==> config.mk <==
export PLATFORM = sky130hd
export DESIGN_NAME = instr_encoder
export DESIGN_NICKNAME = d
export VERILOG_FILES = /design/src/rtl/instr_encoder.sv
export SDC_FILE = /design/constraint.sdc
export NUM_CORES = 1
export LEC_CHECK = 0
export CORE_MARGIN = 5
export CORE_UTILIZATION = 40
export DETAILED_ROUTE_END_ITERATION = 8
export PLACE_DENSITY = 0.87
export RECOVER_POWER = 25
export REMOVE_ABC_BUFFERS = 1
export SYNTH_ARGS = -nofsm -noshare
export SYNTH_HDL_FRONTEND = slang
export SYNTH_SLANG_ARGS = --single-unit
==> constraint.sdc <==
create_clock -name clk -period 1.8 [get_ports clk]
set_input_delay 0.36 -clock clk [delete_from_list [all_inputs] [get_ports clk]]
set_output_delay 0.36 -clock clk [all_outputs]
set_load 0.02 [all_outputs]
==> src/rtl/instr_encoder.sv <==
// Program loader: validates field-level instruction requests, packs them into
// 32-bit words and writes them sequentially to program memory with a held-write handshake.
module instr_encoder #(
    parameter int ADDR_WIDTH = 10,
    parameter int BASE_ADDR  = 0
) (
    input  logic                  clk,
    input  logic                  reset,
    input  logic                  start,
    input  logic                  in_valid,
    output logic                  in_ready,
    input  logic [5:0]            in_opcode,
    input  logic [4:0]            in_rc,
    input  logic [4:0]            in_ra,
    input  logic [4:0]            in_rb,
    input  logic [15:0]           in_lit,
    output logic [ADDR_WIDTH-1:0] mem_addr,
    output logic [31:0]           mem_wdata,
    output logic                  mem_we,
    input  logic                  mem_ack,
    output logic                  busy,
    output logic                  done,
    output logic                  err,
    output logic [1:0]            err_code,
    output logic [ADDR_WIDTH:0]   word_count,
    output logic [2:0]            dbg_state
);

    // Handshakes: a bundle transfers on a rising edge where in_valid && in_ready;
    // a write completes on a rising edge where mem_we && mem_ack. mem_we, mem_addr
    // and mem_wdata hold steady until that edge.
    typedef enum logic [2:0] {
        S_IDLE   = 3'd0,
        S_ACCEPT = 3'd1,
        S_WRITE  = 3'd2,
        S_DONE   = 3'd3,
        S_ERROR  = 3'd4
    } state_t;

    localparam logic [ADDR_WIDTH:0]   CAPACITY = {1'b1, {ADDR_WIDTH{1'b0}}};
    localparam logic [ADDR_WIDTH-1:0] BASE     = ADDR_WIDTH'(BASE_ADDR);

    state_t                r_state;
    logic                  r_in_ready;
    logic                  r_mem_we;
    logic [ADDR_WIDTH-1:0] r_addr;
    logic [31:0]           r_wdata;
    logic                  r_busy;
    logic                  r_done;
    logic                  r_err;
    logic [1:0]            r_err_code;
    logic [ADDR_WIDTH:0]   r_count;
    logic                  r_is_exit;

    logic                  w_is_exit;
    logic                  w_legal;
    logic [31:0]           w_word;
    logic [ADDR_WIDTH:0]   w_count_next;

    // Legal space: EXIT, 011xxx, and 1xxxxx except the xxx=111 slot of each group.
    always_comb begin
        w_is_exit = (in_opcode == 6'b000000);
        w_legal   = w_is_exit
                  || (in_opcode[5:3] == 3'b011)
                  || (in_opcode[5] && (in_opcode[2:0] != 3'b111));
        if (w_is_exit) begin
            w_word = 32'h0;
        end else if (in_opcode[5:4] == 2'b10) begin
            w_word = {in_opcode, in_rc, in_ra, in_rb, 11'b0};
        end else begin
            w_word = {in_opcode, in_rc, in_ra, in_lit};
        end
    end

    assign w_count_next = r_count + 1'b1;

    always_ff @(posedge clk) begin
        if (reset) begin
            r_state    <= S_IDLE;
            r_in_ready <= 1'b0;
            r_mem_we   <= 1'b0;
            r_addr     <= '0;
            r_wdata    <= 32'h0;
            r_busy     <= 1'b0;
            r_done     <= 1'b0;
            r_err      <= 1'b0;
            r_err_code <= 2'd0;
            r_count    <= '0;
            r_is_exit  <= 1'b0;
        end else if (start) begin
            // Restart from any state; a pending write or a coincident bundle is dropped.
            r_state    <= S_ACCEPT;
            r_in_ready <= 1'b1;
            r_mem_we   <= 1'b0;
            r_addr     <= BASE;
            r_busy     <= 1'b1;
            r_done     <= 1'b0;
            r_err      <= 1'b0;
            r_err_code <= 2'd0;
            r_count    <= '0;
            r_is_exit  <= 1'b0;
        end else begin
            case (r_state)
                S_ACCEPT: begin
                    if (in_valid) begin
                        r_in_ready <= 1'b0;
                        if (!w_legal) begin
                            r_state    <= S_ERROR;
                            r_busy     <= 1'b0;
                            r_err      <= 1'b1;
                            r_err_code <= 2'd1;
                        end else begin
                            r_state   <= S_WRITE;
                            r_mem_we  <= 1'b1;
                            r_wdata   <= w_word;
                            r_is_exit <= w_is_exit;
                        end
                    end
                end
                S_WRITE: begin
                    if (mem_ack) begin
                        r_mem_we <= 1'b0;
                        r_count  <= w_count_next;
                        r_addr   <= r_addr + 1'b1;
                        if (r_is_exit) begin
                            r_state <= S_DONE;
                            r_busy  <= 1'b0;
                            r_done  <= 1'b1;
                        end else if (w_count_next == CAPACITY) begin
                            r_state    <= S_ERROR;
                            r_busy     <= 1'b0;
                            r_err      <= 1'b1;
                            r_err_code <= 2'd2;
                        end else begin
                            r_state    <= S_ACCEPT;
                            r_in_ready <= 1'b1;
                        end
                    end
                end
                default: ;
            endcase
        end
    end

    assign in_ready   = r_in_ready;
    assign mem_we     = r_mem_we;
    assign mem_addr   = r_addr;
    assign mem_wdata  = r_wdata;
    assign busy       = r_busy;
    assign done       = r_done;
    assign err        = r_err;
    assign err_code   = r_err_code;
    assign word_count = r_count;
    assign dbg_state  = r_state;

endmodule

==> impl_metrics.json, run 1 <==
{
  "syn_area_per_cell_um2": 9.63,
  "post-route-drc-count": 0,
  "floorplan.initialDensity_pct": 41.3,
  "htree_num_levels": 3,
  "first_global_vias": 2706,
  "p_int_mw": 2.40,
  "fmax_mhz": 560,
  "timing.hold.worst.start": "in_opcode[4]",
  "design.core.area_um2": 6830,
  "run_status": "finished, final reports clean",
  "clock_power_share_pct": 43.0,
  "yosysWarningCount": 0,
  "maximum_number_of_pins_on_one_net_before_global_route_repair": 20,
  "final_period_minus_worst_setup_slack_ns": 1.78,
  "proportion_of_synthesized_chip_area_in_sequential_cells_pct": 45.4,
  "power.switching_fraction_pct": 23.3,
  "place_hpwl_mm": 6.13,
  "worst_hold_slack_ns": 0.444,
  "cts-hold-fix-buffers": 0,
  "count_of_maximum_capacitance_violations": 0,
  "asyncSetResetFlopFracSynth_pct": 0,
  "placed_instances": 507,
  "postSynthCellCount": 293,
  "floorplan.die.width_um": 94.0,
  "slew_headroom_pct": 54.0,
  "grt_setup_unrepaired": "true",
  "p_seq_share_pct": 46.5,
  "synthesis.area_um2": 2820,
  "final_core_util_pct": 64.6,
  "post-route-period-util_pct": 99.1,
  "post_dp_cell_area_um2": 4140,
  "num_rows": 30,
  "capturing_point_of_the_worst_reg2reg_path": "err_code[0]$_SDFFE_PP0P_",
  "aggregate_global_route_resource_usage_pct": 18.7,
  "worstSetupPathType": "reg2reg",
  "timing.hold.worst_endpoint": "mem_wdata[30]$_SDFFE_PP0P_",
  "synth.distinct_cells": 55,
  "drt_first_iter_violations": 96,
  "final.setup_skew_ns": 0.00826,
  "synth_mux_area_share_pct": 4.48,
  "min-delay-path-class": "in2reg",
  "final-max-slew-violation-count": 0,
  "final_cells": 523,
  "timing.critical_path.arrival_ns": 2.01,
  "synth_adder_area_share_pct": 1.33,
  "synth_edf_count": 0,
  "setup_viol_count_final": 0,
  "timing.critical_path.to_type": "flop",
  "worstMarginPinSlew_ns": 0.687,
  "worst_slack_ns": 0.0157,
  "synth_top_family_by_area": "simple AND/OR/NAND/NOR gates",
  "flow.area_growth_from_synthesis_pct": 56.6,
  "clockBufferDepth": 2,
  "boundaryPins": 105,
  "synth-compound-area-share_pct": 14.8,
  "drt-wirelength-per-cell_um": 15.5,
  "worstHoldPathCells": 4,
  "number_of_antenna_violations_at_the_first_check_in_global_routing": 0,
  "port_buffers": 104,
  "ant_nets": 0,
  "cell_area_power_density_nw_per_um2": 708,
  "antenna_cells_inserted": 0,
  "worst_skew_pair.late_latency_ns": 0.34,
  "regToRegStartpoint": "word_count[2]$_SDFFE_PP0P_",
  "ys_ff_latch": 64,
  "routed_wirelength_mm": 8.10,
  "layout.cells.most_common_list": "clkdlybuf4s50_1 (81), dfxtp_1 (60), nor2_1 (34)",
  "clock_tree_from_tritoncts": "yes",
  "power.combinational.fraction_pct": 10.5,
  "global_route_total_overflow": 0,
  "yosys.area_share.xor_xnor_pct": 6.83,
  "worst_setup_path_startpoint": "word_count[2]$_SDFFE_PP0P_",
  "drt-pass1-iter-count": 4,
  "cts_setup_buffers": 0,
  "cts.sink_count": 64,
  "clk_pin_slew_ns": 0.08,
  "routed_via_density": 5.14,
  "place_ws_ns": -0.600,
  "timing.reg2reg.setup_slack_ns": 0.02,
  "post_layout_nets": 467,
  "cts_inserted_buffers": 9,
  "die_y_um": 94.0,
  "peakVddDrop_mv": 0.600,
  "gp_routability_congestion": 0.848,
  "post_synth_and_or_nand_nor_area_fraction_pct": 21.7,
  "reg2reg_depth": 5,
  "layout_commonest_cell": "clkdlybuf4s50_1",
  "finalHoldViolCount": 0,
  "overall_via_count_from_detail_route": 2687,
  "synth_top_flop_cell": "dfxtp_1",
  "timing.critical_path.fanout_max": 8,
  "crit_required_ns": 2.03,
  "fp.dieArea_um2": 8830,
  "power.static_leakage_nw": 1.65,
  "share_of_final_layout_standard_cells_stronger_than_drive_strength_1_pct": 20.1,
  "finish.instance_area_um2": 4420,
  "setup.worst_path.start_class": "flop",
  "grt_first_pass_wirelength_mm": 13.0,
  "cts_root_buffer": "clkbuf_8",
  "switching_power_mw": 0.727
}
[Yosys cell counts, types with 3 or more instances]
| master | count | area, um^2 |
|---|---|---|
| ha_1 | 3 | 37.5 |
| dfxtp_1 | 64 | 1280 |
| nand2b_1 | 12 | 75.1 |
| xnor2_1 | 11 | 96.3 |
| nand2_1 | 9 | 33.8 |
| mux2i_1 | 7 | 70.1 |
| o21ai_0 | 12 | 60.1 |
| xor2_1 | 11 | 96.3 |
| mux2_2 | 5 | 56.3 |
| buf_6 | 5 | 56.3 |
| a21oi_1 | 9 | 45.0 |
| nor3_1 | 6 | 30.0 |
| nand3_1 | 20 | 100 |
| buf_4 | 3 | 22.5 |
| and3_1 | 5 | 31.3 |
| nand4_1 | 6 | 37.5 |
| nor2_1 | 34 | 128 |
| a22o_1 | 15 | 131 |
| clkbuf_1 | 9 | 33.8 |
| a31o_2 | 3 | 26.3 |
[repair_timing]
item	4_1_cts	5_1_grt
pin swaps	2	9
cloned	0	0
resized for setup	27	23
setup endpoints to repair	46	31
[per-stage QoR]
step                      setup TNS [ns]  power [mW]
after floorplan                   -35.05        1.60
after global placement            -15.01        1.81
after detailed placement          -18.66        1.82
after CTS                              0        3.17
after global routing              -0.268        3.26
final                                  0        3.13
[routing by layer]
metal,up-vias,wire length [um],global-route usage [%]
li1,1303,-,-
met1,1281,3410,21.6
met2,91,4000,32.3
met3,12,546,6.17
met4,0,137,6.14
met5,-,0,0
[critical path, cell delays in order, from the launching register on]
cell,delay [ns]
dfxtp_4,0.39
nand4_1,0.20
nor4_2,0.32
a311oi_2,0.09
or3_4,0.45
o221a_4,0.22
[power by group through the flow]
stage	Combinational (mW)	Sequential (mW)	Clock (mW)
final	0.330	1.45	1.34
after global routing	0.349	1.46	1.46
after global placement	0.322	1.49	0
after detailed placement	0.328	1.49	0
after CTS	0.333	1.46	1.38
after floorplan	0.0865	1.51	0
[state kept, by name, indices dropped and copies added (netlist names), 2 cells and up]
name	count
dbg_state	3
err_code	2
mem_addr	10
mem_wdata	32
word_count	11
[kinds of logic (layout without fill, tap and decap cells)]
family / after synthesis / count (layout)
XOR/XNOR: 22 / 22
buffers and inverters: 24 / 158
adder cells (fa/ha/maj): 3 / 3
AO/OA/AOI/OAI: 56 / 56
AND/OR/NAND/NOR: 112 / 112
multiplexers: 12 / 12
flip-flops: 64 / 64
[final cells by class]
cell class / count / area, um^2
clock buffers: 9 / 124
clock inverters: 7 / 96.3
fillers: 571 / 2420
inverters: 2 / 7.51
multi-input cells: 205 / 1490
flip-flops and latches: 64 / 1290
well taps: 96 / 120
repair buffers: 140 / 1290
[how the worst max path moves through the flow]
stage	end	slack, ns	cells past startpoint
2_1_floorplan	word_count[9]$_SDFFE_PP0P_	-0.98	5
3_3_place_gp	mem_wdata[0]$_SDFFE_PP0P_	-0.47	6
3_5_place_dp	mem_wdata[4]$_SDFFE_PP0P_	-0.60	6
4_1_cts	err_code[0]$_SDFFE_PP0P_	0.003	7
5_1_grt	err_code[0]$_SDFFE_PP0P_	-0.07	6
6_report	err_code[0]$_SDFFE_PP0P_	0.02	5
Note: power is estimated with default switching activity, not from simulation.
==> inputs of run 2 (changes only) <==
Settings changed: CORE_MARGIN 5 to 2.
==> run 2 against run 1 <==
Net effect:
- the run now ends with negative setup slack left
- maximum frequency shrank 1.9%
- clock skew is essentially flat
- final area grew 1.7%
- critical endpoint unchanged
- critical path type unchanged
- core utilization grew 1.5 points
- wire length shrank 4.9%
==> impl_metrics.json, run 2 (synthesis results as in run 1) <==
{
  "run_status": "finished, violations left",
  "failed_checks": "negative setup slack",
  "cts_inserted_buffers": 9,
  "gp_routability_congestion": 0.834,
  "drt-pass1-iter-count": 4,
  "filler_cell_count": 561,
  "finish.instance_area_um2": 4490,
  "final.setup_skew_ns": 0.00829,
  "share_of_final_layout_standard_cells_stronger_than_drive_strength_1_pct": 21.1,
  "port_buffers": 104,
  "slew_headroom_pct": 71.1,
  "largest_reg_flops": 32,
  "flow.area_growth_from_synthesis_pct": 59.3,
  "count_of_maximum_capacitance_violations": 0,
  "cts_root_buffer": "clkbuf_8",
  "worstSetupPathType": "reg2reg",
  "aggregate_global_route_resource_usage_pct": 20.3,
  "timing.critical_path.arrival_ns": 2.04,
  "fin_tns_setup_ns": -0.0194,
  "grt_first_pass_wirelength_mm": 12.4,
  "crit_required_ns": 2.02,
  "clk_pin_slew_ns": 0.07,
  "clock_tree_from_tritoncts": "yes",
  "first_global_vias": 2721,
  "clockBufferDepth": 2,
  "setup.worst_path.start_class": "flop",
  "power.static_leakage_nw": 1.68,
  "final_period_minus_worst_setup_slack_ns": 1.82,
  "post_layout_nets": 476,
  "worstMarginPinSlew_ns": 0.429,
  "routed_wirelength_mm": 7.70,
  "cp_cell_sequence": "buf_4 > a311oi_2 > a31o_2 > o2111ai_1 > or3_4 > o221a_2",
  "cts.sink_count": 64,
  "cp_slowest_cell": "or3_4",
  "design.core.area_um2": 6790,
  "global_route_total_overflow": 0,
  "fp.dieArea_um2": 7740,
  "die_y_um": 88.0,
  "timing.reg2reg.setup_slack_ns": -0.02,
  "min-delay-path-class": "reg2reg",
  "ant_nets": 0,
  "routed_via_density": 5.05,
  "worst_setup_path_startpoint": "word_count[2]$_SDFFE_PP0P_",
  "overall_via_count_from_detail_route": 2686,
  "max_stage_delay_ns": 0.39,
  "number_of_antenna_violations_at_the_first_check_in_global_routing": 0,
  "timing.critical_path.fanout_max": 7,
  "post-route-period-util_pct": 101,
  "final-max-slew-violation-count": 0,
  "worst_slack_ns": -0.0194,
  "grt_setup_unrepaired": "true",
  "floorplan.die.width_um": 88.0,
  "place_hpwl_mm": 5.67,
  "worst_skew_pair.late_latency_ns": 0.34,
  "fmax_mhz": 550,
  "num_rows": 30,
  "timing.hold.worst.start": "err_code[1]$_SDFFE_PP0P_",
  "floorplan.initialDensity_pct": 41.5,
  "antenna_cells_inserted": 0,
  "layout_commonest_cell": "clkdlybuf4s50_1",
  "drt-wirelength-per-cell_um": 14.5,
  "post-route-drc-count": 0,
  "peakVddDrop_mv": 0.443,
  "worst_hold_slack_ns": 0.469,
  "post_dp_cell_area_um2": 4230,
  "boundaryPins": 105,
  "drt_first_iter_violations": 63,
  "layout.cells.most_common_list": "clkdlybuf4s50_1 (84), dfxtp_1 (61), buf_4 (39)",
  "htree_num_levels": 3,
  "finalHoldViolCount": 0,
  "maximum_number_of_pins_on_one_net_before_global_route_repair": 25,
  "regToRegStartpoint": "word_count[2]$_SDFFE_PP0P_",
  "timing.critical_path.to_type": "flop",
  "cell_area_power_density_nw_per_um2": 742,
  "setup_viol_count_final": 1,
  "cts-hold-fix-buffers": 0
}
[run 2: repair_timing]
action | CTS | global route
endpoints found under the setup margin | 45 | 26
pin swaps | 2 | 6
gates resized for setup | 22 | 12
setup buffers | 0 | 0
[run 2: worst paths after layout]
path | end | cells past startpoint
worst max register to register | err_code[0]$_SDFFE_PP0P_ | 6
worst min register to register | err_code[1]$_SDFFE_PP0P_ | 2
worst min-delay path | err_code[1]$_SDFFE_PP0P_ | 2
worst max-delay path | err_code[0]$_SDFFE_PP0P_ | 6
[run 2: cell type report]
type / instances / area, um^2 / share of cell area, %
clock buffer: 10 / 138 / 3.06
inverter: 2 / 7.51 / 0.167
sequential: 64 / 1280 / 28.6
clock inverter: 6 / 115 / 2.56
timing repair buffer: 149 / 1380 / 30.7
tap: 96 / 120 / 2.67
multi-input combinational: 205 / 1450 / 32.3
[run 2: power breakdown]
part | internal [mW] | switching, mW | leakage [nW] | total, mW
Clock | 0.965 | 0.577 | 0.123 | 1.54
Sequential | 1.44 | 0.0167 | 0.519 | 1.45
Combinational | 0.195 | 0.141 | 1.04 | 0.337
[run 2: per-stage QoR]
| step | power (mW) | setup WS [ns] | cells | util, % |
|---|---|---|---|---|
| 4_1_cts | 3.37 | -0.00526 | 532 | 66.2 |
| 3_5_place_dp | 1.83 | -0.516 | 516 | 62.2 |
| 5_1_grt | 3.45 | -0.0424 | 532 | 66.1 |
| 6_report | 3.33 | -0.0194 | 532 | 66.1 |
| 2_1_floorplan | 1.60 | -0.982 | 271 | - |
| 3_3_place_gp | 1.82 | -0.401 | 516 | 62.2 |
[run 2: routing by layer]
layer  share of wire, %  global-route usage, %  vias up
met3                6.7                   4.52       11
met5                  0                      0        -
li1                   -                      -     1315
met2                 49                   35.7       99
met1                 43                   24.3     1261
met4                1.1                   7.13        0
[run 2: worst max-delay path: cells and delay by family (launching register included)]
family / cells / cell delay, ns
AO/OA/AOI/OAI: 4 / 0.79
buffers and inverters: 1 / 0.15
flip-flops: 1 / 0.37
AND/OR/NAND/NOR: 1 / 0.39
==> inputs of run 3 (changes only) <==
Settings changed: CAP_MARGIN set to 20.
==> results of run 3 <==
Final layout, timing and power as in run 2 (identical DEF).
